===== config.mk =====
export PLATFORM = sky130hd
export DESIGN_NAME = uart_tx_fifo
export DESIGN_NICKNAME = d
export VERILOG_FILES = /design/src/rtl/uart_tx_fifo.sv
export SDC_FILE = /design/constraint.sdc
export NUM_CORES = 1
export LEC_CHECK = 0
export ABC_AREA = 1
export CAP_MARGIN = 0
export CELL_PAD_IN_SITES_DETAIL_PLACEMENT = 2
export CELL_PAD_IN_SITES_GLOBAL_PLACEMENT = 2
export CORE_UTILIZATION = 31
export DETAILED_ROUTE_END_ITERATION = 10
export GPL_ROUTABILITY_DRIVEN = 1
export PLACE_DENSITY = 0.78
export SYNTH_ARGS = -nofsm -noshare
export SYNTH_HDL_FRONTEND = slang
export SYNTH_SLANG_ARGS = --single-unit

===== constraint.sdc =====
create_clock -name clk_in -period 3.5 [get_ports clk_in]
set_input_delay 0.35 -clock clk_in [delete_from_list [all_inputs] [get_ports clk_in]]
set_output_delay 0.35 -clock clk_in [all_outputs]
set_load 0.01 [all_outputs]

===== src/rtl/uart_tx_fifo.sv =====
// UART transmitter fed by a small word FIFO: start bit, LSB-first data,
// optional parity, one or two stop bits, frames sent back-to-back.
module uart_tx_fifo #(
  parameter int DATA_BITS   = 8,
  parameter int OVERSAMPLE  = 16,
  parameter int PARITY_MODE = 0,
  parameter int STOP_BITS   = 1,
  parameter int FIFO_DEPTH  = 4
) (
  input  logic                          clk_in,
  input  logic                          reset_n,
  input  logic                          send,
  input  logic [DATA_BITS-1:0]          send_data,
  input  logic                          clear_ovf,
  output logic                          send_rdy,
  output logic                          tx_data,
  output logic                          busy,
  output logic [$clog2(FIFO_DEPTH):0]   fifo_count,
  output logic                          overflow
);

  localparam int AW = $clog2(FIFO_DEPTH);
  localparam int CW = (OVERSAMPLE > 1) ? $clog2(OVERSAMPLE) : 1;
  localparam int IW = $clog2(DATA_BITS);

  localparam logic [CW-1:0] CNT_LAST   = CW'(OVERSAMPLE - 1);
  localparam logic [CW-1:0] CNT_ONE    = CW'(1);
  localparam logic [IW-1:0] DATA_LAST  = IW'(DATA_BITS - 1);
  localparam logic [IW-1:0] STOP_LAST  = IW'(STOP_BITS - 1);
  localparam logic [IW-1:0] IDX_ONE    = IW'(1);
  localparam logic [AW:0]   FULL_COUNT = (AW + 1)'(FIFO_DEPTH);
  localparam logic [AW:0]   COUNT_ONE  = (AW + 1)'(1);
  localparam logic [AW-1:0] PTR_ONE    = AW'(1);

  typedef enum logic [2:0] {IDLE, START, DATA, PARITY, STOP} state_t;

  state_t                 state_reg, state_next;
  logic [CW-1:0]          cnt_reg, cnt_next;
  logic [IW-1:0]          idx_reg, idx_next;
  logic [DATA_BITS-1:0]   shift_reg, shift_next;
  logic                   par_reg, par_next;
  logic [AW:0]            count_reg, count_next;
  logic [AW-1:0]          wr_ptr_reg, rd_ptr_reg;
  logic                   ovf_reg, ovf_next;
  logic                   tx_reg, tx_next;
  logic                   busy_reg, busy_next;
  logic                   push, pop, cnt_last;
  logic [DATA_BITS-1:0]   rd_word;
  logic [DATA_BITS-1:0]   mem [FIFO_DEPTH];

  assign send_rdy   = (count_reg != FULL_COUNT);
  assign push       = send && send_rdy;
  assign cnt_last   = (cnt_reg == CNT_LAST);
  assign rd_word    = mem[rd_ptr_reg];
  assign tx_data    = tx_reg;
  assign busy       = busy_reg;
  assign fifo_count = count_reg;
  assign overflow   = ovf_reg;

  // Storage is not reset; only words counted by count_reg are ever read.
  always_ff @(posedge clk_in) begin
    if (push) begin
      mem[wr_ptr_reg] <= send_data;
    end
  end

  always_ff @(posedge clk_in or negedge reset_n) begin
    if (!reset_n) begin
      state_reg  <= IDLE;
      cnt_reg    <= '0;
      idx_reg    <= '0;
      shift_reg  <= '0;
      par_reg    <= 1'b0;
      count_reg  <= '0;
      wr_ptr_reg <= '0;
      rd_ptr_reg <= '0;
      ovf_reg    <= 1'b0;
      tx_reg     <= 1'b1;
      busy_reg   <= 1'b0;
    end else begin
      state_reg  <= state_next;
      cnt_reg    <= cnt_next;
      idx_reg    <= idx_next;
      shift_reg  <= shift_next;
      par_reg    <= par_next;
      count_reg  <= count_next;
      ovf_reg    <= ovf_next;
      tx_reg     <= tx_next;
      busy_reg   <= busy_next;
      if (push) begin
        wr_ptr_reg <= wr_ptr_reg + PTR_ONE;
      end
      if (pop) begin
        rd_ptr_reg <= rd_ptr_reg + PTR_ONE;
      end
    end
  end

  always_comb begin
    state_next = state_reg;
    cnt_next   = cnt_reg;
    idx_next   = idx_reg;
    shift_next = shift_reg;
    par_next   = par_reg;
    pop        = 1'b0;
    case (state_reg)
      IDLE: begin
        if (count_reg != '0) begin
          pop        = 1'b1;
          state_next = START;
          cnt_next   = '0;
          idx_next   = '0;
        end
      end
      START: begin
        if (cnt_last) begin
          cnt_next   = '0;
          idx_next   = '0;
          state_next = DATA;
        end else begin
          cnt_next = cnt_reg + CNT_ONE;
        end
      end
      DATA: begin
        if (cnt_last) begin
          cnt_next   = '0;
          shift_next = {1'b0, shift_reg[DATA_BITS-1:1]};
          if (idx_reg == DATA_LAST) begin
            idx_next   = '0;
            state_next = (PARITY_MODE != 0) ? PARITY : STOP;
          end else begin
            idx_next = idx_reg + IDX_ONE;
          end
        end else begin
          cnt_next = cnt_reg + CNT_ONE;
        end
      end
      PARITY: begin
        if (cnt_last) begin
          cnt_next   = '0;
          idx_next   = '0;
          state_next = STOP;
        end else begin
          cnt_next = cnt_reg + CNT_ONE;
        end
      end
      STOP: begin
        if (cnt_last) begin
          cnt_next = '0;
          if (idx_reg == STOP_LAST) begin
            idx_next = '0;
            // Chain straight into the next start bit so queued words leave no gap.
            if (count_reg != '0) begin
              pop        = 1'b1;
              state_next = START;
            end else begin
              state_next = IDLE;
            end
          end else begin
            idx_next = idx_reg + IDX_ONE;
          end
        end else begin
          cnt_next = cnt_reg + CNT_ONE;
        end
      end
      default: begin
        state_next = IDLE;
        cnt_next   = '0;
        idx_next   = '0;
      end
    endcase
    // Parity is captured with the word so later FIFO writes cannot disturb it.
    if (pop) begin
      shift_next = rd_word;
      par_next   = (PARITY_MODE == 2) ? ~^rd_word : ^rd_word;
    end
  end

  always_comb begin
    count_next = count_reg;
    case ({push, pop})
      2'b10:   count_next = count_reg + COUNT_ONE;
      2'b01:   count_next = count_reg - COUNT_ONE;
      default: count_next = count_reg;
    endcase

    ovf_next = ovf_reg;
    if (clear_ovf) begin
      ovf_next = 1'b0;
    end
    if (send && !send_rdy) begin
      ovf_next = 1'b1;
    end

    // Line level is derived from the next state so tx_data comes from a flop.
    tx_next = 1'b1;
    case (state_next)
      START:   tx_next = 1'b0;
      DATA:    tx_next = shift_next[0];
      PARITY:  tx_next = par_next;
      default: tx_next = 1'b1;
    endcase

    busy_next = (state_next != IDLE) || (count_next != '0);
  end

endmodule

Word-level counts from Yosys, hierarchy flattened
Memory sizes are Yosys's and may differ from the RTL's.
Cells that the tools add are included.
- memory bits (writable): 32
- output and inout bits: 7
- memories: 1
- bits in registers: 29
- logic and storage cells: 85
- memory list (memory ; depth ; width ; read ports ; clocked after memory_dff ; write ports ; RTL line ; text):
    mem ; 4 ; 8 ; 1 ; 0 ; 1 ; 49 ; logic [DATA_BITS-1:0] mem [FIFO_DEPTH];
- multiplexer cells: 33
- reductions and logical operators: 17
- $add $sub $neg: 6
- equal/unequal tests: 16
- operators by type and width (cell ; count):
    $mux W3 ; 13
    $mux W8 ; 3
    $pmux W3 S5 ; 1
    $eq A3 B2 Y1 const B ; 4
    $pmux W3 S4 ; 1
    $mux W1 ; 9
    $reduce_bool A3 Y1 ; 3
    $mux W4 ; 2
    $pmux W4 S2 ; 1
    $reduce_xor A8 Y1 ; 1
    $add A3 B1 Y3 const B ; 2
    $eq A3 B1 Y1 const B ; 2
    $eq A3 B3 Y1 const B ; 2
    $logic_not A3 Y1 ; 2
    $ne A2 B2 Y1 const B ; 3
    $pmux W3 S2 ; 1
    $reduce_bool A2 Y1 ; 3
    $add A2 B1 Y2 const B ; 2
    $add A4 B1 Y4 const B ; 1
    $eq A4 B4 Y1 const B ; 1
    $reduce_and A4 Y1 ; 1
    $reduce_or A4 Y1 ; 1
    $ne A3 B3 Y1 const B ; 1
    $pmux W1 S3 ; 1
    10 further kinds ; 11

Longest topological paths before layout
Gate-level depths: netlist of the first run.
- word-level depth: 9
- gate-level depth with buffers: 15
- mapped depth without buffers: 15

Worst setup path after synthesis of the first run
OpenSTA, ideal clock, no wires.
- kind: flip-flop to flip-flop
- start: reg cnt_reg[0]
- end: reg busy_reg, in the netlist busy
- required time: 3.379 ns
- path buffers: 0
- stages on the path, launching flop included: 16
- clock period less this slack: 2.467 ns
- arrival: 2.345 ns
- setup slack: 1.033 ns
- setup time: 0.121 ns
- path through: dfrtp_1 > ha_1 > inv_1 > nor3_4 > inv_2 > o21ai_2 > nand2_2 > inv_1 > ha_1 > inv_1 > fa_1 > a21oi_1 > o21ai_0 > xnor2_1 > nor3_1 > nand2_1
- word-level cells in the longest chain between the ends: 7
- elaborated cells on any way between the ends: 14
- RTL lines (item ; RTL line ; text):
    start, declared ; 38 ; logic [CW-1:0] cnt_reg, cnt_next;
    start signal, assigned ; 82 ; cnt_reg <= cnt_next;
    $eq A4 B4 Y1 (*) ; 53 ; assign cnt_last = (cnt_reg == CNT_LAST);
    $mux W1 (*) ; 148 ; if (cnt_last) begin
    $pmux W1 S2 (*) ; 106 ; case (state_reg)
    $eq A2 B1 Y1 or $eq A2 B2 Y1 (tied branches) ; 181 ; case ({push, pop})
    $pmux W3 S2 (*) ; 181 ;
    net count_next[2] ; 42 ; logic [AW:0] count_reg, count_next;
    $reduce_bool A3 Y1 (*) ; 204 ; busy_next = (state_next != IDLE) || (count_next != '0);
    $logic_or A1 B1 Y1 (*) ; 204 ;
    net busy_next ; 46 ; logic busy_reg, busy_next;
    end signal, assigned ; 89 ; busy_reg <= busy_next;
    end, declared ; 46 ;
The timed path passes the listed nets; every way through them passes the cells marked *.
A chain may end at the register's enable or synchronous reset.

Worst setup path after layout of the first run
Same ends and word-level chain as after synthesis.

==> metrics.csv, run 1 <==
metric,value,unit
outcome,finished clean,
final WL,8190,um
root buf cell,clkbuf_8,
initial core utilization,0.319,
Critical Path Max Stage Delay,0.39,ns
cts hold-fix bufs,0,
Syn. warnings,0,
CTS tree,yes,
sequential share of the synthesized area,0.544,
Final ANT Viol Nets,0,
final-report max-slew violation count,0,
vias in the first global route,2739,
Leak Pwr,1.73,nW
"EDFF count, synth",32,
"Setup Fix Bufs, Post-CTS",0,
Avg Vias per Cell,4.72,
peak supply drop,0.329,mV
Fin. Hold Viols,0,
Critical Path RT,3.73,ns
largest net degree at the start of global routing,30,
CTS H-tree depth,3,
final instance area,0.00366,mm^2
share of flip-flops with an asynchronous set or reset,0.475,
placeable core region,0.00973,mm^2
Setup crit end kind,register,
Total GRT Usage,0.177,
Worst-Skew Late Latency,0.34,ns
initial antenna violation count,0,
DP HPWL,5920,um
setup TNS,0,ns
synthesized flop and latch total,61,
most frequent CP cell,inv_1,
# DRC,0,
clock buffer count from CTS,9,
Layout area overhead,18.0,%
net count after synthesis,381,
FMAX,322,MHz
drt first pass iters,5,
HP Class,primary input to async pin,
Ports,19,
R2R cell count,15,
Die X-Extent,102,um
min Tclk post-route,3.10,ns
actual slew at the worst max-slew pin,0.875,ns
num rows,36,
clock tree sinks,61,
Worst-path clk slew,0.07,ns
Overflow after GRT,0,
NumNets Final,406,
Final Util,0.377,
RSZ-0062 raised after global routing,false,
post-synthesis cell type count,30,
first-pass GRT wire length,13700,um
critical path arrival,3.33,ns
Crit Path Max Fanout,13,
Iteration-0 DRC Markers,61,
max-cap violations,0,
Slowest cell on crit path,fa_1,
cell with the most instances after synthesis,nand2_1,
Port Buffer Count,18,
slew margin rel.,0.415,
Max Root-Sink Buffers,2,
final worst slack,0.399,ns
WS Path Type,register to register,
gate count of the mapped netlist,359,
cell area power density,946,mW/mm^2
Die ar.,0.0104,mm^2
top-area cell type share of the netlist area,0.309,
Vias,2465,
Area after DPL,0.00343,mm^2
# resized after CTS,0,
die span in y,102,um
share of cells above drive strength 1,0.0771,
Final Cycle Share,0.886,
PnR Total Power,3.47,mW
dominant cell type by area after synthesis,edfxtp_1,
Place WS,0.403,ns
crit-path cells,ha_1 > inv_1 > nor3_4 > inv_2 > o21ai_2 > nand2_2 > inv_1 > ha_1 > inv_1 > fa_1 > a21oi_1 > o21ai_0 > xnor2_1 > nor3_1 > nand2_1,
"Avg Cell Area, Syn",8.65,um^2
CP Launch Type,register,
most frequent cells after synthesis,"142 x nand2_1, 46 x inv_1, 32 x edfxtp_1",
GPL Wtd Cong,0.750,
number of flip-flops in the largest register,32,
Inserted Diodes,0,
final setup skew,0.0117,ns
mapped cell area,0.00311,mm^2
Synth Flop Type,edfxtp_1,
# setup viols final,0,
largest cells by area after synthesis,"edfxtp_1 31%, dfrtp_1 23%, nand2_1 17%, inv_1 5.6%, nand3_1 4.7%",
Routed WL per cell,15.7,um
worst max-delay path: cells and delay by family (launching register included):
| kind | cells | cell delay [ns] |
|---|---|---|
| fa+ha+maj | 3 | 0.76 |
| buf+inv | 4 | 0.48 |
| xor+xnor | 1 | 0.17 |
| simple gates | 4 | 0.77 |
| flops | 1 | 0.38 |
| compound gates | 3 | 0.42 |
placed cells by master (no fill, tap or decap), types with 2 or more instances in the layout:
cell type and count:
bufinv_16 3, xor2_1 2, clkinvlp_4 2, clkdlybuf4s50_1 18
inv_2 3, dfrtp_1 28, nand3_1 29, inv_1 46
o21ai_0 10, nor3_1 3, clkbuf_8 9, o22ai_1 3
nand4_1 2, nand2_1 142, xnor2_1 2, edfxtp_1 32
buf_4 4, a21oi_1 5, nor2_1 19, o221ai_1 5
ha_1 9
path summary, 6_finish.rpt:
| kind | startpoint | endpoint | slack, ns |
|---|---|---|---|
| setup / recovery | cnt_reg[0]$_DFFE_PN0N_ | busy$_DFF_PN0_ | 0.40 |
| hold / removal | reset_n | cnt_reg[2]$_DFFE_PN0N_ | 0.39 |
| setup reg to reg | cnt_reg[0]$_DFFE_PN0N_ | busy$_DFF_PN0_ | 0.40 |
| hold reg to reg | shift_reg[1]$_DFFE_PN0P_ | shift_reg[1]$_DFFE_PN0P_ | 0.50 |
| max in group asynchronous | reset_n | tx_data$_DFF_PN1_ | 2.78 |
| min in group clk_in | shift_reg[1]$_DFFE_PN0P_ | shift_reg[1]$_DFFE_PN0P_ | 0.50 |
cells by family after synthesis:
group                      after synthesis  share of synthesized area
buffers and inverters                   57                     0.0770
AOI/OAI and AO/OA                       27                     0.0592
and+or+nand+nor                        200                      0.266
adders and majority gates               10                     0.0427
xor gates and xnor gates                 4                     0.0113
DFF                                     61                      0.544
layout make-up:
cell class	count	area [um^2]
inverters	49	184
repair buffers	22	210
flip-flops and latches	61	1690
multi-input cells	241	1180
well taps	133	166
clock buffers	9	124
fillers	1123	6060
clock inverters	7	114
through the flow:
step	hold slack (ns)	std cells
after floorplan	0.0544	359
after global placement	0.468	506
after detailed placement	0.487	506
after CTS	0.402	522
after global routing	0.430	522
final	0.392	522
power breakdown:
group	internal (mW)	leakage, nW	switching, mW	total [mW]
logic	0.517	0.970	1.06	1.58
registers	0.991	0.646	0.137	1.13
clock network	0.469	0.113	0.291	0.760
per-layer routing:
layer	vias up	part of all wire	GRT usage
met5	-	0	0
met2	18	0.51	0.306
met4	0	0.017	0.0714
li1	1199	-	-
met1	1239	0.46	0.218
met3	9	0.016	0.0328
Power figures use the tool's default switching activity.
==> inputs of run 2 (changes only) <==
--- a/config.mk
+++ b/config.mk
@@ -7,12 +7,10 @@
 export LEC_CHECK = 0
 export ABC_AREA = 1
 export CAP_MARGIN = 0
-export CELL_PAD_IN_SITES_DETAIL_PLACEMENT = 2
-export CELL_PAD_IN_SITES_GLOBAL_PLACEMENT = 2
 export CORE_UTILIZATION = 31
 export DETAILED_ROUTE_END_ITERATION = 10
 export GPL_ROUTABILITY_DRIVEN = 1
-export PLACE_DENSITY = 0.78
+export PLACE_DENSITY = 0.56
 export SYNTH_ARGS = -nofsm -noshare
 export SYNTH_HDL_FRONTEND = slang
 export SYNTH_SLANG_ARGS = --single-unit
==> metrics.csv, run 2 (synthesis results as in run 1) <==
metric,value,unit,change
Vias,2327,,-5.6%
Die X-Extent,102,um,unchanged
Worst-path clk slew,0.07,ns,about the same
Max Root-Sink Buffers,2,,unchanged
setup TNS,0,ns,unchanged
slew margin rel.,0.407,,-0.00741
"most common cell after layout, fill and taps aside",nand2_1,,
Worst-Skew Late Latency,0.33,ns,about the same
die span in y,102,um,unchanged
HP Class,primary input to async pin,,
Fin. Hold Viols,0,,unchanged
initial antenna violation count,0,,unchanged
Final Cycle Share,0.831,,-0.0550
Inserted Diodes,0,,unchanged
Crit Path Max Fanout,13,,unchanged
final setup skew,0.00649,ns,-0.00520 ns
clock buffer count from CTS,9,,unchanged
min Tclk post-route,2.91,ns,-0.192 ns
clock tree sinks,61,,unchanged
Critical Path RT,3.72,ns,about the same
num rows,36,,unchanged
RSZ-0062 raised after global routing,false,,
origin of the worst setup path,cnt_reg[0]$_DFFE_PN0N_,,
# DRC,0,,unchanged
crit-path cells,ha_1 > inv_1 > nor3_4 > inv_2 > o21ai_2 > nand2_2 > inv_1 > ha_1 > inv_1 > fa_1 > a21oi_1 > o21ai_0 > xnor2_1 > nor3_1 > nand2_1,,
CTS H-tree depth,3,,unchanged
Die ar.,0.0104,mm^2,unchanged
R2R Setup Slk,0.59,ns,+0.19 ns
hold slack,0.411,ns,+0.0191 ns
share of cells above drive strength 1,0.0720,,-0.00514
NumNets Final,406,,unchanged
R2R cell count,15,,unchanged
max-cap violations,0,,unchanged
Crit path depth,15,,unchanged
Total GRT Usage,0.135,,-0.0420
critical register-to-register path startpoint,cnt_reg[0]$_DFFE_PN0N_,,
initial core utilization,0.319,,unchanged
Setup crit end kind,register,,
number of flip-flops in the largest register,32,,unchanged
cts hold-fix bufs,0,,unchanged
Layout area overhead,17.8,%,
peak supply drop,0.316,mV,-3.8%
actual slew at the worst max-slew pin,0.886,ns,+0.0111 ns
# setup viols final,0,,unchanged
final-report max-slew violation count,0,,unchanged
Area after DPL,0.00343,mm^2,unchanged
Buffers & Inverters on Critical Path,4,,unchanged
reg2reg end,busy$_DFF_PN0_,,
final instance area,0.00366,mm^2,-0.20%
PnR Total Power,3.31,mW,-4.5%
Leak Pwr,1.73,nW,+0.15%
Port Buffer Count,18,,unchanged
cell area power density,905,mW/mm^2,-4.3%
placeable core region,0.00973,mm^2,unchanged
Overflow after GRT,0,,unchanged
"Setup Fix Bufs, Post-CTS",0,,unchanged
vias in the first global route,2248,,-18%
Iteration-0 DRC Markers,182,,+200%
# resized after CTS,0,,unchanged
critical path arrival,3.13,ns,-0.20 ns
first-pass GRT wire length,10600,um,-23%
Routed WL per cell,11.9,um,-24%
Slowest cell on crit path,dfrtp_1,,
FMAX,344,MHz,+6.6%
Final ANT Viol Nets,0,,unchanged
WS Path Type,register to register,,
drt first pass iters,4,,-1
Setup crit end,busy$_DFF_PN0_,,
Ports,19,,unchanged
most frequent CP cell,inv_1,,
most frequent cells in the layout,"142 x nand2_1, 46 x inv_1, 32 x edfxtp_1",,
root buf cell,clkbuf_8,,
DP HPWL,4410,um,-25%
CP Launch Type,register,,
CTS tree,yes,,
GPL Wtd Cong,0.865,,+15%
Avg Vias per Cell,4.46,,-5.6%
"Largest delay share family, worst path",adder cells,,
Critical Path Max Stage Delay,0.38,ns,about the same
final WL,6200,um,-24%
largest net degree at the start of global routing,30,,unchanged
outcome,finished clean,,
-- run 2: worst min path at each step --
stage	start	end	slack, ns
floorplan	reset_n	busy$_DFF_PN0_	0.05
global placement	shift_reg[1]$_DFFE_PN0P_	shift_reg[1]$_DFFE_PN0P_	0.47
detailed placement	shift_reg[1]$_DFFE_PN0P_	shift_reg[1]$_DFFE_PN0P_	0.48
CTS	reset_n	state_reg[1]$_DFF_PN0_	0.41
global route	reset_n	state_reg[1]$_DFF_PN0_	0.44
finish	reset_n	cnt_reg[2]$_DFFE_PN0N_	0.41
-- run 2: cell type report --
type | count | area (um^2)
Multi-Input combinational cell | 241 | 1180
Fill cell | 1004 | 6070
Clock buffer | 11 | 131
Clock inverter | 5 | 98.8
Tap cell | 133 | 166
Inverter | 49 | 184
Sequential cell | 61 | 1690
Timing Repair Buffer | 22 | 210
-- run 2: metal layers --
| layer | vias to the layer above | wire [um] | track usage |
|---|---|---|---|
| li1 | 1206 | - | - |
| met1 | 1080 | 2970 | 0.172 |
| met2 | 35 | 3020 | 0.221 |
| met3 | 6 | 148 | 0.0294 |
| met4 | 0 | 53 | 0.0593 |
| met5 | - | 0 | 0 |
-- run 2: where the power goes --
| part | total [mW] | internal [mW] | leakage, nW | switching [mW] |
|---|---|---|---|---|
| combinational | 1.44 | 0.509 | 0.970 | 0.926 |
| clock | 0.736 | 0.470 | 0.115 | 0.266 |
| sequential | 1.14 | 0.990 | 0.646 | 0.147 |
| total | 3.31 | 1.97 | 1.73 | 1.34 |
-- run 2: through the flow --
stage | std cells | setup slack (ns) | util
2_1_floorplan | 359 | 1.03 | -
3_3_place_gp | 506 | 0.684 | 0.352
3_5_place_dp | 506 | 0.597 | 0.352
4_1_cts | 522 | 0.579 | 0.376
5_1_grt | 522 | 0.204 | 0.376
6_report | 522 | 0.591 | 0.376
==> inputs of run 3 (changes only) <==
==> constraint.sdc (replaced) <==
create_clock -name clk_in -period 3 [get_ports clk_in]
set_input_delay 0.3 -clock clk_in [delete_from_list [all_inputs] [get_ports clk_in]]
set_output_delay 0.3 -clock clk_in [all_outputs]
set_load 0.01 [all_outputs]
==> metrics.csv, run 3 (synthesis results as in run 1) <==
metric,value,unit,change
PnR Total Power,3.64,mW,+9.9%
Setup crit end kind,register,,
num rows,36,,unchanged
Avg Vias per Cell,4.38,,-1.7%
NumNets Final,410,,+0.99%
largest net degree at the start of global routing,30,,unchanged
Buffers & Inverters on Critical Path,4,,unchanged
register area,0.00169,mm^2,unchanged
Final Util,0.373,,-0.00244
Max Root-Sink Buffers,2,,unchanged
Die ar.,0.0104,mm^2,unchanged
critical path arrival,2.94,ns,-0.19 ns
CTS tree,yes,,
HP Class,primary input to async pin,,
die span in y,102,um,unchanged
final worst slack,0.286,ns,-0.305 ns
# setup viols final,0,,unchanged
Port Buffer Count,18,,unchanged
clock tree sinks,61,,unchanged
CTS H-tree depth,3,,unchanged
max-cap violations,0,,unchanged
"most common cell after layout, fill and taps aside",nand2_1,,
Routed WL per cell,11.2,um,-5.8%
final setup skew,0.00954,ns,+0.00305 ns
"Largest delay share family, worst path",adder cells,,
Final ANT Viol Nets,0,,unchanged
min Tclk post-route,2.71,ns,-0.195 ns
drt first pass iters,4,,unchanged
Die X-Extent,102,um,unchanged
Fin. Hold Viols,0,,unchanged
part of the power in combinational logic,0.475,,+0.041
hold slack,0.358,ns,-0.0538 ns
Crit Path Max Fanout,6,,-7
DP HPWL,4260,um,-3.6%
Worst-path clk slew,0.07,ns,about the same
Worst-Skew Late Latency,0.33,ns,about the same
Final Cycle Share,0.905,,+0.0735
Overflow after GRT,0,,unchanged
Iteration-0 DRC Markers,183,,+0.55%
most frequent cells in the layout,"142 x nand2_1, 46 x inv_1, 32 x edfxtp_1",,
crit-path cells,ha_1 > inv_1 > nor3_4 > inv_2 > o21ai_2 > nand2_2 > inv_1 > ha_1 > inv_1 > fa_1 > a21oi_1 > o21ai_0 > xnor2_1 > nor3_1 > nand2_1,,
placeable core region,0.00973,mm^2,unchanged
Clk pwr share,0.173,,-0.049
Critical Path Max Stage Delay,0.38,ns,about the same
"Setup Fix Bufs, Post-CTS",0,,unchanged
FMAX,368,MHz,+7.2%
GPL Wtd Cong,0.797,,-7.9%
Vias,2304,,-0.99%
Ports,19,,unchanged
Critical Path RT,3.23,ns,-0.49 ns
initial antenna violation count,0,,unchanged
final WL,5880,um,-5.1%
Inserted Diodes,0,,unchanged
RSZ-0062 raised after global routing,false,,
cts hold-fix bufs,0,,unchanged
switching part of the total,0.429,,+0.0240
# DRC,0,,unchanged
Layout area overhead,17.0,%,
Power Internal,2.08,mW,+5.5%
area taken by multi-input logic gates,0.00118,mm^2,unchanged
# resized after CTS,0,,unchanged
vias in the first global route,2099,,-6.6%
sequential cell fraction of total power,0.352,,+0.008
Slowest cell on crit path,dfrtp_1,,
number of flip-flops in the largest register,32,,unchanged
setup TNS,0,ns,unchanged
Fillers,1003,,-0.10%
slew margin rel.,0.579,,+0.171
final-report max-slew violation count,0,,unchanged
clock buffer count from CTS,9,,unchanged
actual slew at the worst max-slew pin,0.631,ns,-0.255 ns
Leak Pwr,1.72,nW,-0.34%
cell area power density,1000,mW/mm^2,+11%
share of cells above drive strength 1,0.0891,,+0.0171
root buf cell,clkbuf_8,,
CP Launch Type,register,,
Place WS,0.287,ns,-0.311 ns
Total GRT Usage,0.125,,-0.00990
WS Path Type,register to register,,
outcome,finished clean,,
first-pass GRT wire length,9800,um,-7.1%
sw power,1.56,mW,+16%
peak supply drop,0.483,mV,+53%
initial core utilization,0.319,,unchanged
most frequent CP cell,inv_1,,
run 3: cell count changes in the layout (fill, tap and decap cells not counted), moves of 2 or more:
cell,previous run,this run
bufinv_16,3,0
buf_4,4,8
clkbuf_1,2,0
clkinv_4,0,4
run 3: layout make-up:
cell class / instances / share of cell area
clock buffer: 9 / 0.0341
clock inverter: 7 / 0.0145
inverter: 49 / 0.0506
multi-input combinational: 241 / 0.324
sequential: 61 / 0.465
tap: 133 / 0.0458
timing repair buffer: 26 / 0.0661
run 3: per-layer routing:
layer / GRT usage / part of all wire / vias up
met5: 0 / 0 / -
met4: 0.0681 / 0.021 / 0
met3: 0.0274 / 0.024 / 9
met2: 0.188 / 0.45 / 28
met1: 0.169 / 0.51 / 1059
li1: - / - / 1208
run 3: worst paths after layout:
check / from / endpoint / slack (ns) / cells after the start
max: cnt_reg[0]$_DFFE_PN0N_ / busy$_DFF_PN0_ / 0.29 / 15
min: reset_n / idx_reg[1]$_DFFE_PN0P_ / 0.36 / 2
max reg2reg: cnt_reg[0]$_DFFE_PN0N_ / busy$_DFF_PN0_ / 0.29 / 15
min reg2reg: shift_reg[4]$_DFFE_PN0P_ / shift_reg[3]$_DFFE_PN0P_ / 0.49 / 2
max in group asynchronous: reset_n / tx_data$_DFF_PN1_ / 2.32 / 2
min in group clk_in: shift_reg[4]$_DFFE_PN0P_ / shift_reg[3]$_DFFE_PN0P_ / 0.49 / 2
run 3: worst register-to-register path: stages (launching register included):
cell	delay (ns)
dfrtp_1	0.38
ha_1	0.18
inv_1	0.08
nor3_4	0.30
inv_2	0.08
o21ai_2	0.15
nand2_2	0.07
inv_1	0.14
ha_1	0.17
inv_1	0.07
fa_1	0.38
a21oi_1	0.14
o21ai_0	0.11
xnor2_1	0.16
nor3_1	0.14
nand2_1	0.07
run 3: stage by stage:
step	cell area [um^2]	instances
2_1_floorplan	3110	359
3_3_place_gp	3460	510
3_5_place_dp	3460	510
4_1_cts	3630	526
5_1_grt	3630	526
6_report	3630	526
run 3: power groups by stage:
stage	sequential, mW	clock, mW	combinational, mW
floorplan	1.29	0	1.30
global placement	1.30	0	1.71
global route	1.31	0.690	1.99
detailed placement	1.30	0	1.74
CTS	1.28	0.655	1.75
finish	1.28	0.628	1.73
